$ cat config.mk
export PLATFORM = sky130hd
export DESIGN_NAME = pipe_ctrl
export DESIGN_NICKNAME = d
export VERILOG_FILES = /design/src/rtl/pipe_ctrl.sv
export SDC_FILE = /design/constraint.sdc
export NUM_CORES = 1
export LEC_CHECK = 0
export BUFFER_PORTS_ARGS = -buffer_cell sky130_fd_sc_hd__buf_2
export CAP_MARGIN = 20
export CORE_UTILIZATION = 28
export CTS_CLUSTER_DIAMETER = 150
export DETAILED_ROUTE_END_ITERATION = 6
export PLACE_DENSITY = 0.76
export RECOVER_POWER = 100
export SETUP_SLACK_MARGIN = 0.3
export SYNTH_ARGS = -nofsm -noshare
export SYNTH_HDL_FRONTEND = slang
export SYNTH_SLANG_ARGS = --single-unit
$ cat constraint.sdc
create_clock -name i_clk -period 1.9 [get_ports i_clk]
set_input_delay 0.19 -clock i_clk [delete_from_list [all_inputs] [get_ports i_clk]]
set_output_delay 0.19 -clock i_clk [all_outputs]
set_load 0.05 [all_outputs]
$ cat src/rtl/pipe_ctrl.sv
// Pipeline handshake controller: per-stage valid/allow_in/load, branch flush
// from the decode stage, and RAW hazard detection against older stages.
// Build option: define PIPE_CTRL_FWD_EN to enable bypass hits; otherwise any
// pending-write match stalls decode.
module pipe_ctrl #(
  parameter int STAGES  = 5,
  parameter int D_STAGE = 1,
  parameter int RA_W    = 5
) (
  input  logic                     i_clk,
  input  logic                     i_reset,
  input  logic                     i_in_valid,
  input  logic [STAGES-1:0]        i_ready_go,
  input  logic                     i_br_taken,
  input  logic [STAGES-1:0]        i_dst_we,
  input  logic [STAGES*RA_W-1:0]   i_dst_addr,
  input  logic [STAGES-1:0]        i_dst_rdy,
  input  logic                     i_src1_use,
  input  logic                     i_src2_use,
  input  logic [RA_W-1:0]          i_src1_addr,
  input  logic [RA_W-1:0]          i_src2_addr,
  output logic [STAGES-1:0]        o_valid,
  output logic [STAGES-1:0]        o_allow_in,
  output logic [STAGES-1:0]        o_load,
  output logic                     o_raw_stall,
  output logic                     o_flush,
  output logic [STAGES-1:0]        o_fwd1_hit,
  output logic [STAGES-1:0]        o_fwd2_hit
);

  localparam logic [STAGES-1:0] ONE = {{(STAGES-1){1'b0}}, 1'b1};

  logic [STAGES-1:0] r_valid;
  logic [STAGES-1:0] w_m1, w_m2;
  logic              w_raw_stall;
  logic [STAGES-1:0] w_fwd1, w_fwd2;
  logic [STAGES-1:0] w_go;
  logic [STAGES:0]   w_allow;
  logic              w_flush;
  logic [STAGES-1:0] w_load;
  logic [STAGES-1:0] w_valid_d;

  // Youngest in-flight producer per source; WB is excluded because the
  // regfile resolves read-during-write for it.
  always_comb begin
    w_m1 = '0;
    w_m2 = '0;
    // Walk oldest to youngest so the youngest match overwrites the others.
    for (int j = STAGES - 2; j > D_STAGE; j--) begin
      if (r_valid[j] && i_dst_we[j] && (i_dst_addr[j*RA_W +: RA_W] != '0)) begin
        if (i_src1_use && (i_dst_addr[j*RA_W +: RA_W] == i_src1_addr)) w_m1 = ONE << j;
        if (i_src2_use && (i_dst_addr[j*RA_W +: RA_W] == i_src2_addr)) w_m2 = ONE << j;
      end
    end
`ifdef PIPE_CTRL_FWD_EN
    w_raw_stall = (|(w_m1 & ~i_dst_rdy)) | (|(w_m2 & ~i_dst_rdy));
    w_fwd1      = w_m1 & i_dst_rdy;
    w_fwd2      = w_m2 & i_dst_rdy;
`else
    w_raw_stall = (|w_m1) | (|w_m2);
    w_fwd1      = '0;
    w_fwd2      = '0;
`endif
  end

  // Handshake chain, flush, load enables and next-state occupancy.
  always_comb begin
    w_go          = r_valid & i_ready_go;
    w_go[D_STAGE] = r_valid[D_STAGE] & i_ready_go[D_STAGE] & ~w_raw_stall;
    w_allow       = '0;
    w_allow[STAGES] = 1'b1;
    for (int i = STAGES - 1; i >= 0; i--) begin
      w_allow[i] = ~r_valid[i] | (w_go[i] & w_allow[i+1]);
    end
    w_flush   = w_go[D_STAGE] & w_allow[D_STAGE+1] & i_br_taken;
    w_load    = '0;
    w_load[0] = i_in_valid & w_allow[0];
    for (int i = 1; i < STAGES; i++) begin
      // Wrong-path instructions behind the branch are never loaded.
      w_load[i] = w_go[i-1] & w_allow[i] & ~(w_flush & (i <= D_STAGE));
    end
    w_valid_d = r_valid;
    for (int i = 0; i < STAGES; i++) begin
      if (w_load[i]) begin
        w_valid_d[i] = 1'b1;
      end else if (w_go[i] && w_allow[i+1]) begin
        w_valid_d[i] = 1'b0;
      end
      if (w_flush && (i >= 1) && (i <= D_STAGE)) begin
        w_valid_d[i] = 1'b0;
      end
    end
  end

  // Occupancy register; reset discards every stage at once.
  always_ff @(posedge i_clk) begin
    if (i_reset) begin
      r_valid <= '0;
    end else begin
      r_valid <= w_valid_d;
    end
  end

  assign o_valid     = r_valid;
  assign o_allow_in  = w_allow[STAGES-1:0];
  assign o_load      = w_load;
  assign o_raw_stall = w_raw_stall;
  assign o_flush     = w_flush;
  assign o_fwd1_hit  = w_fwd1;
  assign o_fwd2_hit  = w_fwd2;

endmodule

# After elaboration in Yosys (flattened, before gate mapping)
# Cells that the tools add are included.
# W data, S select, Z words.
[totals]
reg_bits = 5
latchBits = 0
ramBits = 0
romBits = 0
in_bits = 56
output_inout_bits = 27
elab_cells = 72
memories = 0
[op_classes]
add_sub_neg = 0
mul = 0
div = 0
n_lt_le_gt_ge = 0
eq_ne = 4
shifts = 0
n_mux = 18
n_bitwise = 23
reduce_logical = 22
[ops]
columns = ["operator", "n"]
rows = [
  ["$mux W5", 6],
  ["$eq A5 B5 Y1", 4],
  ["$logic_and A1 B1 Y1", 12],
  ["$mux W1", 10],
  ["$reduce_bool A2 Y1", 5],
  ["$reduce_bool A5 Y1", 2],
  ["$reduce_or A5 Y1", 2],
  ["$and A1 B1 Y1", 9],
  ["$mux W4", 2],
  ["$not A1 Y1", 7],
  ["$or A1 B1 Y1", 6],
  ["$and A5 B5 Y5", 1],
  ["$reduce_or A2 Y1", 1],
]

# Longest topological paths before layout
# Gate-level depths: netlist of the first run.
[depth]
depth_word = 16
ltp_mapped = 8
ltp_nobuf = 7

# Worst setup path before layout of the first run
# Ideal clock, no wire load.
[synth_timing]
path_kind = "register -> output"
startpoint = "reg r_valid[4], in the netlist o_valid[4]"
endpoint = "out o_load[1]"
t_arrival_ns = 4.408
required_time_ns = 1.710
setup_slack_ns = -2.698
path_stages_with_launch = 7
path_buffers = 0
cell_sequence = "dfxtp_1 nand2b_1 a21boi_0 o21ai_0 nand3_1 nor3_1 a211oi_1"
[synth_via]
elab_chain_cells = 10
word_cells_on_any_way = 13
classes_between = "13 x bitwise"
[synth_lines]
columns = ["item", "line_no", "source"]
rows = [
  ["start: declaration", "33", "logic [STAGES-1:0] r_valid;"],
  ["start signal: assignment", "100", "r_valid <= w_valid_d;"],
  ["$and A5 B5 Y5 / $not A1 Y1 (equally long branches)", "68, 73", ""],
  ["$or A1 B1 Y1 *", "73", "w_allow[i] = ~r_valid[i] | (w_go[i] & w_allow[i+1]);"],
  ["via o_allow_in[4]", "23", "output logic [STAGES-1:0] o_allow_in,"],
  ["$and A1 B1 Y1 *", "73", ""],
  ["$or A1 B1 Y1 *", "73", ""],
  ["$and A1 B1 Y1 *", "73", ""],
  ["$or A1 B1 Y1 *", "73", ""],
  ["via o_allow_in[2]", "23", ""],
  ["$and A1 B1 Y1 * (2 in a row)", "75", "w_flush = w_go[D_STAGE] & w_allow[D_STAGE+1] & i_br_taken;"],
  ["via o_flush", "26", "output logic o_flush,"],
  ["$not A1 Y1 *", "80", "w_load[i] = w_go[i-1] & w_allow[i] & ~(w_flush & (i <= D_STAGE));"],
  ["$and A1 B1 Y1 *", "80", ""],
  ["end: declaration", "24", "output logic [STAGES-1:0] o_load,"],
]
# Mark *: on every way through the listed nets, which the timed path passes. The rest lies on a longest branch.

# Final worst setup path of the first run
[layout_timing]
startpoint = "in i_dst_addr[15]"
endpoint = "out o_allow_in[0]"
[layout_via]
elab_chain_cells = 14
word_cells_on_any_way = 23
classes_between = "2 x eq/ne; 8 x mux; 7 x bitwise; 6 x reduce/logical"
[layout_lines]
columns = ["item", "line_no", "source"]
rows = [
  ["start: declaration", "16", "input logic [STAGES*RA_W-1:0] i_dst_addr,"],
  ["$eq A5 B5 Y1 (on tied branches)", "51, 52", ""],
  ["$logic_and A1 B1 Y1 (on tied branches)", "51, 52", ""],
  ["$mux W4 (on tied branches)", "51, 52", ""],
  ["$mux W5", "50", "if (r_valid[j] && i_dst_we[j] && (i_dst_addr[j*RA_W +: RA_W] != '0)) begin"],
  ["$mux W5 (on tied branches)", "51, 52", ""],
  ["$mux W5", "50", ""],
  ["$reduce_or A5 Y1", "60", "w_raw_stall = (|w_m1) | (|w_m2);"],
  ["$or A1 B1 Y1 *", "60", ""],
  ["$not A1 Y1 *", "69", "w_go[D_STAGE] = r_valid[D_STAGE] & i_ready_go[D_STAGE] & ~w_raw_stall;"],
  ["$and A1 B1 Y1 *", "69", ""],
  ["$and A1 B1 Y1 *", "73", ""],
  ["$or A1 B1 Y1 *", "73", ""],
  ["$and A1 B1 Y1 *", "73", ""],
  ["$or A1 B1 Y1 *", "73", ""],
  ["end: declaration", "23", ""],
]
# Mark *: on every way between the ends. The rest lies on a longest branch, timed or not.

==> impl_metrics.ini, run 1 <==
[setup_path]
reg2reg_from = o_valid[3]
required_ns = 1.71
crit_chain = buf_6, or3_4, o311a_1, a22o_4, or2_4, buf_12, a31oi_4, buf_6
end_kind = output port
slowest_delay_ns = 0.37
startpoint_type = primary input
reg2reg_depth = 10
worst-path-buf-inv = 3
crit_top_cell = buf_6
cp_top_family = compound AO/OA/AOI/OAI gates
reg2reg_to = o_valid[0]
cp.arrival_ns = 2.00
path_class = primary input to output port
cp_max_fo = 5
crit_path_top_delay_cell = or3_4
reg2reg_slack_ns = 0.06

[synthesis]
async_flop_share_pct = 0
synth_edf_count = 0
syn_area_um2 = 622
ys_seq_elements = 5
postSynthCellCount = 81
synth.distinct_cells = 27
dominantRegCellSynth = dfxtp_1
synth_warnings = 0
ys_seq_area_share_pct = 16.1
syn_area_per_cell_um2 = 7.68

[clock_tree]
root_buffer = clkbuf_4
clock_sinks = 5
insertion_delay_ns = 0.24
cts_tree = done
cts_buffer_depth = 2
clk_pin_slew_ns = 0.04
numCtsBuffers = 3
cts_htree_levels = 1

[timing]
finalSetupViolations = 9
hold_viol_final = 0
hold_slack_ns = 0.215
fin_ws_ns = -0.288
grt_setup_unrepaired = yes
fmax_mhz = 457
period_share_pct = 115
finalCriticalPeriod_ns = 2.19
relSlewSlack_pct = 59.9
worst_slew_pin_slew_ns = 0.605
fin_skew_ns = 0.000361
slew_viol_final = 0

[finish]
antenna_cells = 0
final_layout_size_suffix_gt1_share_pct = 52.0
fin_cells = 177
area_growth_pct = 95.8
largest_register_ffs = 5
fin_nets = 207

[floorplan]
rows = 16
chipWidth_um = 49.1
io_pins = 83
dieArea_um2 = 2410
die_y_um = 49.1
core_um2 = 2020
start_util_pct = 30.8

[worst_hold_path]
min_path_type = primary input to flop
min_path_cells = 2
min_from = i_reset
hold_end = o_valid[2]

[placement]
dp.cells = 164
dp_slack_ns = -0.507
hpwl_um = 1600
gp_congestion = 0.820
io_buffers = 49

[grt]
grt_pass1_wl_um = 3290
grt_max_degree = 8
grt_use_total_pct = 17.4
antenna_found_initial = 0
grt_pass1_vias = 760
grt.overflow.total = 0

[power]
clkPwrFrac_pct = 23.1
seqPwrFrac_pct = 21.6
power-per-cell-area_nw_per_um2 = 440
p_int_w = 0.000305
vdd_drop_max_mv = 0.232
power_switching_share_pct = 43.0
power.switching_w = 0.000230
pwr-share-comb_pct = 55.3
finalPower_w = 0.000536
leakagePower_nw = 0.523

[routing]
ant_nets = 0
remaining_drc_errors = 0
via_per_inst = 4.62
wl_met3_um = 118
drt_iter0_drc = 7
routed_wl_um = 2200
drtPass1Iterations = 4
dr_wl_met2_um = 1130
dr.max_layer_used = met4
num_vias = 818
wl_met1_um = 883
wl_per_cell_um = 12.4

[outcome]
outcome = finished, violations left
violations = setup timing

[run]
max_cap_violations = 0
==> metrics by stage <==
| stage | TNS (ns) | cell area (um2) | utilization, % |
|---|---|---|---|
| after global placement | -2.22 | 1010 | 50.0 |
| after detailed placement | -2.52 | 1010 | 50.0 |
| after global routing | -1.89 | 1220 | 60.2 |
| final | -1.46 | 1220 | 60.2 |
| after CTS | -1.08 | 1160 | 57.3 |
| after floorplan | -2.16 | 751 | - |
==> kinds of logic after synthesis <==
logic type | synth area share, %
DFF | 16.1
AOI/OAI and AO/OA | 19.5
xor gates and xnor gates | 28.2
and+or+nand+nor | 18.7
other | 0.603
buffers and inverters | 16.9
==> power by group through the flow <==
stage               sequential [W]  clock [W]  combinational [W]
floorplan                 0.000135          0           0.000167
global placement          0.000116          0           0.000251
detailed placement        0.000117          0           0.000254
CTS                       0.000115   0.000123           0.000281
global route              0.000116   0.000131           0.000313
finish                    0.000115   0.000124           0.000296
==> metal layers <==
metal / up-vias / track usage, %
met1: 375 / 21.2
met4: 0 / 4.41
met3: 6 / 3.43
li1: 401 / -
met2: 36 / 30.6
met5: - / 0
==> placed cells by master (no fill, tap or decap), types with 2 or more instances in the layout <==
cell,Yosys,final
buf_2,0,31
xnor2_1,20,20
buf_4,10,12
clkbuf_1,0,11
buf_6,1,11
conb_1,1,10
nand2_1,9,8
nand4_1,4,4
inv_1,5,4
a21oi_1,3,3
clkbuf_4,0,3
dfxtp_1,5,3
o311a_1,2,2
nor2b_1,2,2
buf_8,0,2
==> cell usage after synthesis, drive strengths merged, types with 2 or more instances <==
cell type,instances,area (um2)
nand2,9,33.8
or3,2,12.5
o22ai,2,12.5
nand2b,2,12.5
o311a,2,20.0
inv,5,18.8
buf,11,86.3
nor2b,2,12.5
dfxtp,5,100
a21oi,3,15.0
nand4,4,25.0
xnor2,20,175
==> timing repair <==
action / in CTS / in global routing
pin swaps: 4 / 2
resized for setup: 25 / 4
hold buffers: 0 / 0
endpoints found under the setup margin: 10 / 9
buffers inserted: 4 / 5
==> layout make-up <==
cell class | count | area, um2
Clock buffer | 4 | 26.3
Fill cell | 171 | 805
Inverter | 5 | 22.5
Multi-Input combinational cell | 69 | 573
Sequential cell | 5 | 105
Tap cell | 27 | 33.8
Timing Repair Buffer | 67 | 457
==> worst max-delay path by stage <==
stage | start | end | slack [ns] | cells past startpoint
6_report | i_dst_addr[15] | o_allow_in[0] | -0.29 | 8
5_1_grt | i_dst_addr[15] | o_allow_in[0] | -0.33 | 8
4_1_cts | i_dst_addr[15] | o_load[0] | -0.27 | 7
3_5_place_dp | i_dst_addr[15] | o_load[0] | -0.51 | 7
3_3_place_gp | i_dst_addr[15] | o_load[0] | -0.46 | 7
2_1_floorplan | o_valid[4] | o_load[0] | -0.49 | 7
No activity file was read; power rests on OpenSTA's default activity.
==> run 2: changes to the inputs <==
--- a/config.mk
+++ b/config.mk
@@ -13,6 +13,7 @@
 export PLACE_DENSITY = 0.76
 export RECOVER_POWER = 100
 export SETUP_SLACK_MARGIN = 0.3
+export SKIP_CTS_REPAIR_TIMING = 1
 export SYNTH_ARGS = -nofsm -noshare
 export SYNTH_HDL_FRONTEND = slang
 export SYNTH_SLANG_ARGS = --single-unit
==> run 2 against run 1 <==
The run still ends with setup timing left. Non-clock buffer count decreased by 5. Register-to-register slack improved by 0.22 ns. Sequential share of layout area increased by 0.24 points. Maximum frequency decreased by 1.8%. Largest power group unchanged. Count of clock-buffer cells in the layout unchanged. Critical path depth unchanged. Final cell count decreased by 2.8%. First-iteration DRC count increased by 43%. Cell area decreased by 2.7%.
==> impl_metrics.ini, run 2 (synthesis gave the netlist of run 1 again) <==
[timing]
grt_setup_unrepaired = yes
period_share_pct = 117
worst_slew_pin_slew_ns = 0.605
finalCriticalPeriod_ns = 2.23
fin_ws_ns = -0.328
fin_tns_setup_ns = -1.47
fmax_mhz = 449
slew_viol_final = 0
hold_viol_final = 0
fin_skew_ns = 0.00184
relSlewSlack_pct = 59.8
finalSetupViolations = 6

[finish]
most-common-layout-cells = 31 x buf_2, 18 x xnor2_1, 11 x clkbuf_1, 10 x conb_1, 10 x buf_4
fin_nets = 202
final_layout_size_suffix_gt1_share_pct = 51.0
final_cell_area_um2 = 1180
area_growth_pct = 90.5
fill_cells = 172
final_common_cell = buf_2
fin_cells = 172
antenna_cells = 0
largest_register_ffs = 5
fin_util_pct = 58.6

[setup_path]
end_kind = output port
reg2reg_from = o_valid[4]
path_class = primary input to output port
startpoint_type = primary input
crit_start = i_dst_addr[17]
cp.arrival_ns = 2.04
required_ns = 1.71
cp_max_fo = 4

[routing]
wl_per_cell_um = 12.3
via_per_inst = 4.58
ant_nets = 0
drt_iter0_drc = 10
drtPass1Iterations = 4
remaining_drc_errors = 0
num_vias = 787
routed_wl_um = 2110

[clock_tree]
numCtsBuffers = 3
cts_buffer_depth = 2
clk_pin_slew_ns = 0.04
clock_sinks = 5
root_buffer = clkbuf_4
insertion_delay_ns = 0.24
cts_htree_levels = 1
cts_tree = done

[power]
vdd_drop_max_mv = 0.251
clkPwrFrac_pct = 22.7
power-per-cell-area_nw_per_um2 = 443
power_switching_share_pct = 42.6
power.switching_w = 0.000223
pwr-share-comb_pct = 55.4
leakagePower_nw = 0.506
seqPwrFrac_pct = 21.9
p_int_w = 0.000301

[floorplan]
start_util_pct = 30.8
core_um2 = 2020
rows = 16
die_y_um = 49.1
dieArea_um2 = 2410
chipWidth_um = 49.1
io_pins = 83

[grt]
grt_pass1_wl_um = 2940
grt.overflow.total = 0
grt_use_total_pct = 15.5
grt_max_degree = 8
antenna_found_initial = 0
grt_pass1_vias = 700

[worst_hold_path]
min_from = i_reset
min_path_type = primary input to flop

[run]
max_cap_violations = 0

[placement]
gp_congestion = 0.820
hpwl_um = 1600
io_buffers = 49
place_area_um2 = 1010
dp.cells = 164

[outcome]
violations = setup timing
outcome = finished, violations left
## run 2: power by group through the flow
stage	registers, W	clock network, W	logic [W]
floorplan	0.000135	0	0.000167
global placement	0.000116	0	0.000251
detailed placement	0.000117	0	0.000254
CTS	0.000115	0.000123	0.000255
global route	0.000116	0.000129	0.000306
finish	0.000115	0.000119	0.000290
## run 2: worst max-delay path, cell delays in order
cell     delay [ns]
buf_6          0.09
or3_4          0.37
o311a_1        0.35
a22o_4         0.26
or2_4          0.27
buf_12         0.14
a31oi_2        0.18
buf_6          0.18
## run 2: cell type report
cell class                 count  area [um2]  area share (%)
multi-input combinational     69         586            49.4
timing repair buffer          62         412            34.7
sequential                     5         105            8.87
tap                           27        33.8            2.85
clock buffer                   4        26.3            2.22
inverter                       5        22.5            1.90
## run 2: worst paths after layout
| kind | endpoint | slack (ns) | cells after the start |
|---|---|---|---|
| setup / recovery | o_allow_in[0] | -0.33 | 8 |
| hold / removal | o_valid[4] | 0.22 | 2 |
| setup reg to reg | o_valid[0] | 0.28 | 9 |
| hold reg to reg | o_valid[4] | 0.52 | 2 |
## run 2: stage by stage
stage	power [W]	worst slack, ns	hold slack (ns)
global route	0.000551	-0.380	0.240
floorplan	0.000302	-0.493	0.249
detailed placement	0.000371	-0.507	0.436
finish	0.000524	-0.328	0.223
global placement	0.000367	-0.464	0.429
CTS	0.000493	-0.509	0.188
## run 2: metal layers
layer  routed length, um  part of all wire, %  up-vias  track usage, %
met3                 118                  5.6        2            4.05
met4                  15                 0.71        0            4.90
met2                1160                   55       32            27.4
met5                   0                    0        -               0
li1                    -                    -      389               -
met1                 810                   38      364            18.0
==> run 3: changes to the inputs <==
--- a/config.mk
+++ b/config.mk
@@ -10,8 +10,10 @@
 export CORE_UTILIZATION = 28
 export CTS_CLUSTER_DIAMETER = 150
 export DETAILED_ROUTE_END_ITERATION = 6
+export HOLD_SLACK_MARGIN = 0.06
 export PLACE_DENSITY = 0.76
 export RECOVER_POWER = 100
+export REMOVE_ABC_BUFFERS = 1
 export SETUP_SLACK_MARGIN = 0.3
 export SKIP_CTS_REPAIR_TIMING = 1
 export SYNTH_ARGS = -nofsm -noshare
==> run 3 against run 2 <==
The flow still finishes with violations (setup timing). First-iteration DRC count is the same. Final cell count is 2.3% higher. Utilization shrank 3.0 points. Maximum frequency grew 8.3%. Sequential share of layout area about the same. Critical endpoint is now o_load[0].
==> impl_metrics.ini, run 3 (synthesis gave the netlist of run 1 again) <==
[outcome]
outcome = finished, violations left
violations = setup timing

[run]
max_cap_violations = 0

[routing]
via_per_inst = 4.55
drt_iter0_drc = 10
num_vias = 800
remaining_drc_errors = 0
routed_wl_um = 1990
drtPass1Iterations = 4
ant_nets = 0
wl_per_cell_um = 11.3

[timing]
finalSetupViolations = 6
worst_slew_pin_slew_ns = 0.603
fin_tns_setup_ns = -0.681
hold_viol_final = 0
slew_viol_final = 0
grt_setup_unrepaired = yes
fin_skew_ns = 0.00115
fin_ws_ns = -0.157
relSlewSlack_pct = 60.0
finalCriticalPeriod_ns = 2.06
period_share_pct = 108
fmax_mhz = 486

[finish]
largest_register_ffs = 5
final_layout_size_suffix_gt1_share_pct = 51.7
area_growth_pct = 80.9
most-common-layout-cells = 36 x buf_2, 20 x xnor2_1, 14 x buf_4, 11 x buf_6, 10 x conb_1
fin_nets = 206
fin_cells = 176
final_common_cell = buf_2
antenna_cells = 0
fin_util_pct = 55.6

[floorplan]
core_um2 = 2020
dieArea_um2 = 2410
die_y_um = 49.1
io_pins = 83
start_util_pct = 30.8
chipWidth_um = 49.1
rows = 16

[setup_path]
cp_top_family = compound AO/OA/AOI/OAI gates
cp_max_fo = 5
crit_path_top_delay_cell = or3_4
cp.arrival_ns = 1.87
critical_path_depth = 7
required_ns = 1.71
end_kind = output port
startpoint_type = primary input
path_class = primary input to output port
slowest_delay_ns = 0.37
worst-path-buf-inv = 2
crit_top_cell = buf_6
reg2reg_depth = 9
crit_chain = buf_6, or3_4, o311a_1, a22o_1, or2_4, a311oi_2, buf_6

[clock_tree]
numCtsBuffers = 3
clk_pin_slew_ns = 0.04
cts_htree_levels = 1
cts_tree = done
insertion_delay_ns = 0.24
clock_sinks = 5
cts_buffer_depth = 2
root_buffer = clkbuf_4

[grt]
grt_max_degree = 9
grt_pass1_wl_um = 2810
antenna_found_initial = 0
grt_pass1_vias = 710
grt.overflow.total = 0
grt_use_total_pct = 14.8

[power]
power_switching_share_pct = 41.9
leakagePower_nw = 0.515
power.switching_w = 0.000213
seqPwrFrac_pct = 23.2
power-per-cell-area_nw_per_um2 = 453
pwr-share-comb_pct = 52.9
clkPwrFrac_pct = 23.9
p_int_w = 0.000296
vdd_drop_max_mv = 0.227

[placement]
io_buffers = 49
gp_congestion = 0.779
dp.cells = 170
hpwl_um = 1550

[worst_hold_path]
min_path_type = primary input to flop
min_path_cells = 3
-- run 3: cell types whose count changed in the layout (fill, tap and decap cells not counted), moves of 2 or more --
| cell | before | now |
|---|---|---|
| buf_8 | 3 | 1 |
| xnor2_1 | 18 | 20 |
| buf_6 | 7 | 11 |
| buf_2 | 31 | 36 |
| dfxtp_1 | 3 | 5 |
| xnor2_2 | 2 | 0 |
| clkbuf_1 | 11 | 5 |
| buf_4 | 10 | 14 |
-- run 3: routing by layer --
| metal | vias to the layer above | global-route usage [%] | routed length (um) |
|---|---|---|---|
| li1 | 397 | - | - |
| met1 | 357 | 16.1 | 748 |
| met2 | 42 | 27.4 | 1080 |
| met3 | 4 | 3.12 | 135 |
| met4 | 0 | 5.88 | 31 |
| met5 | - | 0 | 0 |
-- run 3: area by class of cell --
type / count / area [um2]
Fill cell: 190 / 897
Multi-Input combinational cell: 69 / 504
Timing Repair Buffer: 66 / 439
Sequential cell: 5 / 100
Tap cell: 27 / 33.8
Clock buffer: 4 / 26.3
Inverter: 5 / 21.3
-- run 3: worst reg2reg max path: stages, from the launching register on --
cell and delay (ns):
dfxtp_1 0.32, buf_4 0.14, o311a_1 0.09, a22o_1 0.22
buf_4 0.13, buf_6 0.11, nor3_4 0.19, buf_4 0.16
buf_6 0.08, o32ai_2 0.06
-- run 3: worst paths after layout --
| path | from | end | slack [ns] |
|---|---|---|---|
| setup / recovery | i_dst_addr[15] | o_load[0] | -0.16 |
| hold / removal | i_in_valid | o_valid[0] | 0.21 |
| setup reg to reg | o_valid[3] | o_valid[1] | 0.27 |
| hold reg to reg | o_valid[3] | o_valid[4] | 0.52 |
-- run 3: power by group through the flow --
stage / sequential, W / clock (W) / combinational [W]
floorplan: 0.000133 / 0 / 0.000137
global placement: 0.000118 / 0 / 0.000237
detailed placement: 0.000118 / 0 / 0.000240
CTS: 0.000117 / 0.000126 / 0.000241
global route: 0.000119 / 0.000139 / 0.000286
finish: 0.000118 / 0.000122 / 0.000269
-- run 3: stage by stage --
step	instance area, um2	worst slack, ns	power [W]	hold slack [ns]
6_report	1120	-0.157	0.000509	0.211
5_1_grt	1120	-0.183	0.000543	0.209
2_1_floorplan	569	-2.70	0.000270	0.259
3_3_place_gp	961	-0.340	0.000355	0.438
4_1_cts	987	-0.381	0.000483	0.188
3_5_place_dp	961	-0.383	0.000358	0.444
